--- config.mk ---
export PLATFORM = sky130hd
export DESIGN_NAME = pri_tag_ctrl_flat
export DESIGN_NICKNAME = d
export VERILOG_FILES = /design/src/rtl/pri_tag_pkg.sv /design/src/rtl/pri_tag_if.sv /design/src/rtl/pri_tag_cmp.sv /design/src/rtl/pri_tag_ctrl.sv /design/src/flat_wrapper.sv
export SDC_FILE = /design/constraint.sdc
export NUM_CORES = 1
export LEC_CHECK = 0
export ABC_CLOCK_PERIOD_IN_PS = 2900
export CAP_MARGIN = 10
export CELL_PAD_IN_SITES_DETAIL_PLACEMENT = 2
export CELL_PAD_IN_SITES_GLOBAL_PLACEMENT = 2
export CORE_MARGIN = 1
export CORE_UTILIZATION = 25
export DETAILED_ROUTE_END_ITERATION = 8
export GPL_ROUTABILITY_DRIVEN = 0
export PLACE_DENSITY = 0.79
export SYNTH_ARGS = -nofsm -noshare
export SYNTH_HDL_FRONTEND = slang
export SYNTH_SLANG_ARGS = --single-unit
--- constraint.sdc ---
create_clock -name clk_i -period 2.9 [get_ports clk_i]
set_clock_uncertainty 0.2 [all_clocks]
set_input_delay 0.58 -clock clk_i [delete_from_list [all_inputs] [get_ports clk_i]]
set_output_delay 0.58 -clock clk_i [all_outputs]
set_load 0.01 [all_outputs]
--- src/rtl/pri_tag_pkg.sv ---
// Shared types and sizing for the private-cache tag SRAM controller.
// An entry is {valid, tag}; the SRAM word packs way 1 above way 0.
package pri_tag_pkg;

    localparam int ADDR_WIDTH = 4;
    localparam int TAG_WIDTH  = 11;
    localparam int NB_WAYS    = 2;
    localparam int ENTRY_W    = TAG_WIDTH + 1;
    localparam int DATA_W     = NB_WAYS * ENTRY_W;
    localparam int NB_SETS    = 2 ** ADDR_WIDTH;

    typedef enum logic [3:0] {
        FLUSH,
        IDLE,
        LK_RD,
        LK_CMP,
        RF_RD,
        RF_CMP,
        RF_WR,
        INV_RD,
        INV_CMP,
        INV_WR
    } state_e;

    typedef struct packed {
        logic                 valid;
        logic [TAG_WIDTH-1:0] tag;
    } pri_tag_entry_t;

    // Active-low byte enable selecting only the given way.
    function automatic logic [NB_WAYS-1:0] way_ben(input logic way);
        return way ? 2'b01 : 2'b10;
    endfunction

    // Place an entry in its way half; the other half is driven 0.
    function automatic logic [DATA_W-1:0] place_entry(input logic way, input pri_tag_entry_t e);
        return way ? {e, {ENTRY_W{1'b0}}} : {{ENTRY_W{1'b0}}, e};
    endfunction

endpackage

--- src/rtl/pri_tag_if.sv ---
// Request/response bundle between the private cache controller (master)
// and the tag SRAM controller (slave).
interface pri_tag_if;
    import pri_tag_pkg::*;

    logic                  flush_i;
    logic                  flush_busy_o;

    logic                  lk_valid_i;
    logic                  lk_ready_o;
    logic [ADDR_WIDTH-1:0] lk_index_i;
    logic [TAG_WIDTH-1:0]  lk_tag_i;
    logic                  lk_rsp_valid_o;
    logic                  lk_hit_o;
    logic                  lk_way_o;

    logic                  rf_valid_i;
    logic                  rf_ready_o;
    logic [ADDR_WIDTH-1:0] rf_index_i;
    logic [TAG_WIDTH-1:0]  rf_tag_i;
    logic                  rf_done_o;
    logic                  rf_way_o;

    logic                  inv_valid_i;
    logic                  inv_ready_o;
    logic [ADDR_WIDTH-1:0] inv_index_i;
    logic [TAG_WIDTH-1:0]  inv_tag_i;
    logic                  inv_done_o;

    modport master (
        output flush_i,
        output lk_valid_i, lk_index_i, lk_tag_i,
        output rf_valid_i, rf_index_i, rf_tag_i,
        output inv_valid_i, inv_index_i, inv_tag_i,
        input  flush_busy_o,
        input  lk_ready_o, lk_rsp_valid_o, lk_hit_o, lk_way_o,
        input  rf_ready_o, rf_done_o, rf_way_o,
        input  inv_ready_o, inv_done_o
    );

    modport slave (
        input  flush_i,
        input  lk_valid_i, lk_index_i, lk_tag_i,
        input  rf_valid_i, rf_index_i, rf_tag_i,
        input  inv_valid_i, inv_index_i, inv_tag_i,
        output flush_busy_o,
        output lk_ready_o, lk_rsp_valid_o, lk_hit_o, lk_way_o,
        output rf_ready_o, rf_done_o, rf_way_o,
        output inv_ready_o, inv_done_o
    );

endinterface

--- src/rtl/pri_tag_cmp.sv ---
// Combinational tag compare over one 2-way SRAM word.
// If both ways match (should never happen) way 0 is reported.
module pri_tag_cmp
    import pri_tag_pkg::*;
(
    input  logic [DATA_W-1:0]    rdata,
    input  logic [TAG_WIDTH-1:0] tag,
    output logic                 hit,
    output logic                 hit_way,
    output logic                 has_invalid,
    output logic                 first_invalid_way
);

    pri_tag_entry_t e0;
    pri_tag_entry_t e1;
    logic           m0;
    logic           m1;

    assign e0 = rdata[ENTRY_W-1:0];
    assign e1 = rdata[DATA_W-1:ENTRY_W];

    assign m0 = e0.valid && (e0.tag == tag);
    assign m1 = e1.valid && (e1.tag == tag);

    assign hit               = m0 || m1;
    assign hit_way           = !m0 && m1;
    assign has_invalid       = !e0.valid || !e1.valid;
    assign first_invalid_way = e0.valid;

endmodule

--- src/rtl/pri_tag_ctrl.sv ---
// Tag SRAM initiator: serialises lookup, refill, invalidate and flush onto
// the single-port 2-way tag array. All SRAM pins are driven from flops.
module pri_tag_ctrl
    import pri_tag_pkg::*;
(
    input  logic                  clk_i,
    input  logic                  rst_i,
    pri_tag_if.slave              req,
    output logic                  mem_cen_o,
    output logic                  mem_wen_o,
    output logic [NB_WAYS-1:0]    mem_ben_o,
    output logic [ADDR_WIDTH-1:0] mem_addr_o,
    output logic [DATA_W-1:0]     mem_wdata_o,
    input  logic [DATA_W-1:0]     mem_rdata_i
);

    state_e                state_q, state_d;
    logic [ADDR_WIDTH-1:0] cnt_q, cnt_d;
    logic [ADDR_WIDTH-1:0] idx_q, idx_d;
    logic [TAG_WIDTH-1:0]  tag_q, tag_d;
    logic                  way_q, way_d;
    logic                  rr_q, rr_d;

    logic                  cen_d, wen_d;
    logic [NB_WAYS-1:0]    ben_d;
    logic [ADDR_WIDTH-1:0] addr_d;
    logic [DATA_W-1:0]     wdata_d;

    logic                  hit, hit_way, has_invalid, first_invalid_way;
    logic                  victim;
    logic                  idle;

    pri_tag_cmp u_cmp (
        .rdata             (mem_rdata_i),
        .tag               (tag_q),
        .hit               (hit),
        .hit_way           (hit_way),
        .has_invalid       (has_invalid),
        .first_invalid_way (first_invalid_way)
    );

    // Existing copy first, then first free way, then round-robin.
    assign victim = hit ? hit_way : (has_invalid ? first_invalid_way : rr_q);

    always_ff @(posedge clk_i or posedge rst_i) begin
        if (rst_i) begin
            state_q     <= FLUSH;
            cnt_q       <= '0;
            idx_q       <= '0;
            tag_q       <= '0;
            way_q       <= 1'b0;
            rr_q        <= 1'b0;
            mem_cen_o   <= 1'b1;
            mem_wen_o   <= 1'b1;
            mem_ben_o   <= 2'b11;
            mem_addr_o  <= '0;
            mem_wdata_o <= '0;
        end else begin
            state_q     <= state_d;
            cnt_q       <= cnt_d;
            idx_q       <= idx_d;
            tag_q       <= tag_d;
            way_q       <= way_d;
            rr_q        <= rr_d;
            mem_cen_o   <= cen_d;
            mem_wen_o   <= wen_d;
            mem_ben_o   <= ben_d;
            mem_addr_o  <= addr_d;
            mem_wdata_o <= wdata_d;
        end
    end

    always_comb begin
        state_d = state_q;
        cnt_d   = cnt_q;
        idx_d   = idx_q;
        tag_d   = tag_q;
        way_d   = way_q;
        rr_d    = rr_q;
        cen_d   = 1'b1;
        wen_d   = 1'b1;
        ben_d   = 2'b11;
        addr_d  = mem_addr_o;
        wdata_d = '0;

        case (state_q)
            FLUSH: begin
                cen_d  = 1'b0;
                wen_d  = 1'b0;
                ben_d  = 2'b00;
                addr_d = cnt_q;
                cnt_d  = cnt_q + ADDR_WIDTH'(1);
                if (cnt_q == ADDR_WIDTH'(NB_SETS - 1)) state_d = IDLE;
            end
            IDLE: begin
                if (req.flush_i) begin
                    state_d = FLUSH;
                    cnt_d   = '0;
                end else if (req.inv_valid_i) begin
                    idx_d   = req.inv_index_i;
                    tag_d   = req.inv_tag_i;
                    cen_d   = 1'b0;
                    addr_d  = req.inv_index_i;
                    state_d = INV_RD;
                end else if (req.rf_valid_i) begin
                    idx_d   = req.rf_index_i;
                    tag_d   = req.rf_tag_i;
                    cen_d   = 1'b0;
                    addr_d  = req.rf_index_i;
                    state_d = RF_RD;
                end else if (req.lk_valid_i) begin
                    idx_d   = req.lk_index_i;
                    tag_d   = req.lk_tag_i;
                    cen_d   = 1'b0;
                    addr_d  = req.lk_index_i;
                    state_d = LK_RD;
                end
            end
            LK_RD:  state_d = LK_CMP;
            LK_CMP: state_d = IDLE;
            RF_RD:  state_d = RF_CMP;
            RF_CMP: begin
                way_d   = victim;
                if (!hit && !has_invalid) rr_d = ~rr_q;
                cen_d   = 1'b0;
                wen_d   = 1'b0;
                ben_d   = way_ben(victim);
                addr_d  = idx_q;
                wdata_d = place_entry(victim, '{valid: 1'b1, tag: tag_q});
                state_d = RF_WR;
            end
            RF_WR:  state_d = IDLE;
            INV_RD: state_d = INV_CMP;
            INV_CMP: begin
                if (hit) begin
                    way_d   = hit_way;
                    cen_d   = 1'b0;
                    wen_d   = 1'b0;
                    ben_d   = way_ben(hit_way);
                    addr_d  = idx_q;
                    wdata_d = place_entry(hit_way, '{valid: 1'b0, tag: tag_q});
                    state_d = INV_WR;
                end else begin
                    state_d = IDLE;
                end
            end
            INV_WR: state_d = IDLE;
            default: begin
                state_d = FLUSH;
                cnt_d   = '0;
            end
        endcase
    end

    assign idle = (state_q == IDLE) && !req.flush_i;

    assign req.flush_busy_o   = (state_q == FLUSH);
    assign req.inv_ready_o    = idle;
    assign req.rf_ready_o     = idle && !req.inv_valid_i;
    assign req.lk_ready_o     = idle && !req.inv_valid_i && !req.rf_valid_i;

    assign req.lk_rsp_valid_o = (state_q == LK_CMP);
    assign req.lk_hit_o       = (state_q == LK_CMP) && hit;
    assign req.lk_way_o       = (state_q == LK_CMP) && hit && hit_way;

    assign req.rf_done_o      = (state_q == RF_WR);
    assign req.rf_way_o       = (state_q == RF_WR) && way_q;

    assign req.inv_done_o     = (state_q == INV_WR) || ((state_q == INV_CMP) && !hit);

endmodule
--- src/flat_wrapper.sv ---
// flat-port wrapper written by rule: the top's interface ports become plain ports
module pri_tag_ctrl_flat import pri_tag_pkg::*;
  (clk_i, rst_i, mem_cen_o, mem_wen_o, mem_ben_o, mem_addr_o, mem_wdata_o, mem_rdata_i, req_flush_i, req_lk_valid_i, req_lk_index_i, req_lk_tag_i, req_rf_valid_i, req_rf_index_i, req_rf_tag_i, req_inv_valid_i, req_inv_index_i, req_inv_tag_i, req_flush_busy_o, req_lk_ready_o, req_lk_rsp_valid_o, req_lk_hit_o, req_lk_way_o, req_rf_ready_o, req_rf_done_o, req_rf_way_o, req_inv_ready_o, req_inv_done_o);
  pri_tag_if req_i ();
  input  logic clk_i;
  input  logic rst_i;
  output logic mem_cen_o;
  output logic mem_wen_o;
  output logic [NB_WAYS-1:0] mem_ben_o;
  output logic [ADDR_WIDTH-1:0] mem_addr_o;
  output logic [DATA_W-1:0] mem_wdata_o;
  input  logic [DATA_W-1:0] mem_rdata_i;
  input wire logic [$bits(req_i.flush_i)-1:0] req_flush_i;
  input wire logic [$bits(req_i.lk_valid_i)-1:0] req_lk_valid_i;
  input wire logic [$bits(req_i.lk_index_i)-1:0] req_lk_index_i;
  input wire logic [$bits(req_i.lk_tag_i)-1:0] req_lk_tag_i;
  input wire logic [$bits(req_i.rf_valid_i)-1:0] req_rf_valid_i;
  input wire logic [$bits(req_i.rf_index_i)-1:0] req_rf_index_i;
  input wire logic [$bits(req_i.rf_tag_i)-1:0] req_rf_tag_i;
  input wire logic [$bits(req_i.inv_valid_i)-1:0] req_inv_valid_i;
  input wire logic [$bits(req_i.inv_index_i)-1:0] req_inv_index_i;
  input wire logic [$bits(req_i.inv_tag_i)-1:0] req_inv_tag_i;
  output wire logic [$bits(req_i.flush_busy_o)-1:0] req_flush_busy_o;
  output wire logic [$bits(req_i.lk_ready_o)-1:0] req_lk_ready_o;
  output wire logic [$bits(req_i.lk_rsp_valid_o)-1:0] req_lk_rsp_valid_o;
  output wire logic [$bits(req_i.lk_hit_o)-1:0] req_lk_hit_o;
  output wire logic [$bits(req_i.lk_way_o)-1:0] req_lk_way_o;
  output wire logic [$bits(req_i.rf_ready_o)-1:0] req_rf_ready_o;
  output wire logic [$bits(req_i.rf_done_o)-1:0] req_rf_done_o;
  output wire logic [$bits(req_i.rf_way_o)-1:0] req_rf_way_o;
  output wire logic [$bits(req_i.inv_ready_o)-1:0] req_inv_ready_o;
  output wire logic [$bits(req_i.inv_done_o)-1:0] req_inv_done_o;
  assign req_i.flush_i = req_flush_i;
  assign req_i.lk_valid_i = req_lk_valid_i;
  assign req_i.lk_index_i = req_lk_index_i;
  assign req_i.lk_tag_i = req_lk_tag_i;
  assign req_i.rf_valid_i = req_rf_valid_i;
  assign req_i.rf_index_i = req_rf_index_i;
  assign req_i.rf_tag_i = req_rf_tag_i;
  assign req_i.inv_valid_i = req_inv_valid_i;
  assign req_i.inv_index_i = req_inv_index_i;
  assign req_i.inv_tag_i = req_inv_tag_i;
  assign req_flush_busy_o = req_i.flush_busy_o;
  assign req_lk_ready_o = req_i.lk_ready_o;
  assign req_lk_rsp_valid_o = req_i.lk_rsp_valid_o;
  assign req_lk_hit_o = req_i.lk_hit_o;
  assign req_lk_way_o = req_i.lk_way_o;
  assign req_rf_ready_o = req_i.rf_ready_o;
  assign req_rf_done_o = req_i.rf_done_o;
  assign req_rf_way_o = req_i.rf_way_o;
  assign req_inv_ready_o = req_i.inv_ready_o;
  assign req_inv_done_o = req_i.inv_done_o;
  pri_tag_ctrl u_core (.clk_i(clk_i), .rst_i(rst_i), .req(req_i), .mem_cen_o(mem_cen_o), .mem_wen_o(mem_wen_o), .mem_ben_o(mem_ben_o), .mem_addr_o(mem_addr_o), .mem_wdata_o(mem_wdata_o), .mem_rdata_i(mem_rdata_i));
endmodule
==> results of run 1 <==
-- cell families (layout without fill, tap and decap cells) --
| group | Yosys count | in the layout | synth area share [%] |
|---|---|---|---|
| adders and majority gates | 1 | 1 | 0.4166 |
| buffers and inverters | 27 | 188 | 3.583 |
| DFF | 57 | 57 | 47.67 |
| and+or+nand+nor | 123 | 123 | 21.12 |
| other | 0 | 2 | 0 |
| xor gates and xnor gates | 23 | 23 | 6.708 |
| muxes | 19 | 19 | 6.500 |
| AOI/OAI and AO/OA | 71 | 71 | 14.00 |
-- per-layer routing --
layer | wire, um | up-vias
met5 | 0 | -
met4 | 76 | 0
met3 | 649 | 7
met2 | 6054 | 88
met1 | 4937 | 1491
li1 | - | 1417
-- registers in the layout, summed over array words and instances, names as in the netlist --
signal	cells
u_core.mem_ben_o	2
u_core.tag_q	11
u_core.mem_addr_o	4
u_core.idx_q	4
u_core.rr_q	1
u_core.mem_wdata_o	24
u_core.way_q	1
u_core.state_q	4
u_core.mem_cen_o	1
u_core.mem_wen_o	1
u_core.cnt_q	4
-- power groups by stage --
| stage | Combinational (mW) | Clock (mW) | Sequential, mW |
|---|---|---|---|
| after CTS | 1.62 | 1.25 | 1.25 |
| after floorplan | 0.800 | 0 | 1.23 |
| after detailed placement | 1.58 | 0 | 1.25 |
| final | 1.63 | 1.24 | 1.26 |
| after global placement | 1.50 | 0 | 1.24 |
| after global routing | 1.80 | 1.29 | 1.29 |
-- critical path, stage by stage --
cell           delay [ns]
dlygate4sd2_1        0.24
xnor2_1              0.17
nand4_1              0.17
or3_4                0.47
buf_6                0.14
a21oi_2              0.13
nor2_1               0.05
buf_2                0.13
-- what timing repair did --
action,4_1_cts,5_1_grt
hold buffers,0,0
pin swaps,28,14
resized for setup,46,14
buffers inserted,8,3
gates cloned,0,0
setup endpoints to repair,7,15
-- Yosys cell counts (2+ instances only) --
| cell type | instances |
|---|---|
| dfrtp_1 | 53 |
| nor2_1 | 38 |
| nand2_1 | 33 |
| o21ai_0 | 30 |
| a21oi_1 | 23 |
| xnor2_1 | 23 |
| mux2i_1 | 15 |
| and2_1 | 14 |
| clkbuf_1 | 13 |
| inv_1 | 8 |
| nand3_1 | 6 |
| nand4_1 | 6 |
| a22oi_1 | 4 |
| buf_2 | 4 |
| dfstp_2 | 4 |
| mux2_2 | 4 |
| nand3b_1 | 4 |
| or2_2 | 4 |
| nor3_1 | 3 |
| or3_1 | 3 |
| a21o_1 | 2 |
| a22o_1 | 2 |
| nand2b_1 | 2 |
| nor4_1 | 2 |
| o21a_1 | 2 |
-- path summary, 6_finish.rpt --
kind	endpoint	slack (ns)	depth (start not counted)
max in group asynchronous	u_core.mem_wen_o	1.45	3
min in group asynchronous	u_core.mem_wdata_o[5]	0.40	2
min reg2reg	u_core.idx_q[0]	0.29	2
max reg2reg	u_core.mem_wdata_o[20]	0.22	10
max	req_inv_done_o	0.04	8
min	u_core.idx_q[0]	0.29	2
-- area by class of cell --
cell class / instances / area (um^2)
Antenna cell: 2 / 5.005
Clock buffer: 10 / 239.0
Clock inverter: 6 / 105.1
Fill cell: 1241 / 6531
Inverter: 9 / 35.03
Multi-Input combinational cell: 237 / 1523
Sequential cell: 57 / 1440
Tap cell: 143 / 178.9
Timing Repair Buffer: 163 / 1508
==> impl_metrics.env, run 1 <==
export IMPL_start_util_pct=25.97
export IMPL_antenna_found_initial=0
export IMPL_track_usage_pct=19.78
export IMPL_hpwl_um=8705
export IMPL_synth_avg_cell_area_um2=9.355
export IMPL_htree_levels=3
export IMPL_final_area_um2=5034
export IMPL_grt_pass1_vias=3401
export IMPL_grt_pass1_wl_um=18690
export IMPL_fin_hold_ws_ns=0.2934
export IMPL_min_from="u_core.idx_q[0]"
export IMPL_clkPwrFrac_pct=30.0
export IMPL_ys_ff_latch=57
export IMPL_rsz0062_at_grt="no"
export IMPL_clk_pin_slew_ns=0.05
export IMPL_synth_nets=397
export IMPL_r2r_start="u_core.tag_q[6]"
export IMPL_seqPwrFrac_pct=30.5
export IMPL_netlist_top_cells_area="dfrtp_1 (44%), xnor2_1 (6.7%), mux2i_1 (5.0%), o21ai_0 (5.0%), nor2_1 (4.7%)"
export IMPL_fp_row_count=39
export IMPL_fin_crit_sh_pct=98.74
export IMPL_fmax_mhz=349.2
export IMPL_slew_violations=0
export IMPL_coreArea_um2=11560
export IMPL_postSynthCellCount=321
export IMPL_yosys_warnings=0
export IMPL_max_cap_viol_count=0
export IMPL_portBuffers=116
export IMPL_setup_viol=0
export IMPL_cts_buffers=9
export IMPL_power_density_nw_per_um2=821.4
export IMPL_yosysUniqueCellTypes=44
export IMPL_die_w_um=111.6
export IMPL_p_leak_nw=2.211
export IMPL_swShare_pct=34.26
export IMPL_setup_tns_ns=0
export IMPL_cp_start_kind="input pin"
export IMPL_gr_total_overflow=0
export IMPL_via_count=3003
export IMPL_min_path_type="reg -> reg"
export IMPL_viasPerCell=4.789
export IMPL_drc=30
export IMPL_synth_flop_cell="dfrtp_1"
export IMPL_dp_cells=598
export IMPL_synth_edf_count=0
export IMPL_cts_sinks=57
export IMPL_firstDrtPassIters=6
export IMPL_placed_area_um2=4566
export IMPL_intPower_mw=2.718
export IMPL_worst_setup_path_type="in -> out"
export IMPL_ios=117
export IMPL_gr_usage_met1_pct=23.32
export IMPL_violations="DRC"
export IMPL_nets=553
export IMPL_setup_slack_ns=0.03646
export IMPL_final_antenna_net_count=0
export IMPL_first_iter_violations=121
export IMPL_synth_top_area_share_pct=44.17
export IMPL_use_met3_pct=4.573
export IMPL_clock_path_buffers=2
export IMPL_synthesis_area_um2=3003
export IMPL_layout_commonest_cell="clkdlybuf4s50_1"
export IMPL_final_util_pct=43.52
export IMPL_cp_startpoint="mem_rdata_i[22]"
export IMPL_post_route_cells_drive_above_1_share_pct=21.99
export IMPL_top_usage_layer="met2"
export IMPL_worstPathRequired_ns=2.12
export IMPL_wire_per_inst_um=18.69
export IMPL_routed_wl_um=11720
export IMPL_finalHoldViolations=0
export IMPL_seq_area_frac_synth_pct=47.67
export IMPL_dieArea_um2=12450
export IMPL_p_sw_mw=1.416
export IMPL_cts_tree="done"
export IMPL_root_buffer="clkbuf_16"
export IMPL_use_met2_pct=36.38
export IMPL_stdcell_count=627
export IMPL_area_growth_syn_to_layout_pct=67.63
export IMPL_synthArstFlopShare_pct=100.0
export IMPL_finalCriticalPeriod_ns=2.864
export IMPL_power_total_mw=4.134
export IMPL_critPathArrivalTime_ns=2.08
export IMPL_combPwrFrac_pct=39.5
export IMPL_status="finished with violations"
export IMPL_layout_common_cells="clkdlybuf4s50_1 (85), dfrtp_1 (46), buf_4 (43), nor2_1 (38), nand2_1 (33)"
export IMPL_yosys_area_top_type="dfrtp_1"
export IMPL_worstSkewPairLatency_ns=0.33
export IMPL_slew_headroom_pct=66.47
export IMPL_end_kind="primary output"
export IMPL_pre_cts_ws_ns=-0.6182
export IMPL_grt_max_degree=31
export IMPL_irDropWorstVdd_mv=0.3314
export IMPL_tightest_slew_ns=0.5022
export IMPL_die_y_um=111.6
export IMPL_crit_fanout=3
Power figures use the tool's default switching activity.
==> run 2: changes to the inputs <==
- SLEW_MARGIN: not set -> 40
==> results of run 2 <==
Same layout as run 1: the final DEF is identical, and so are final timing and power.
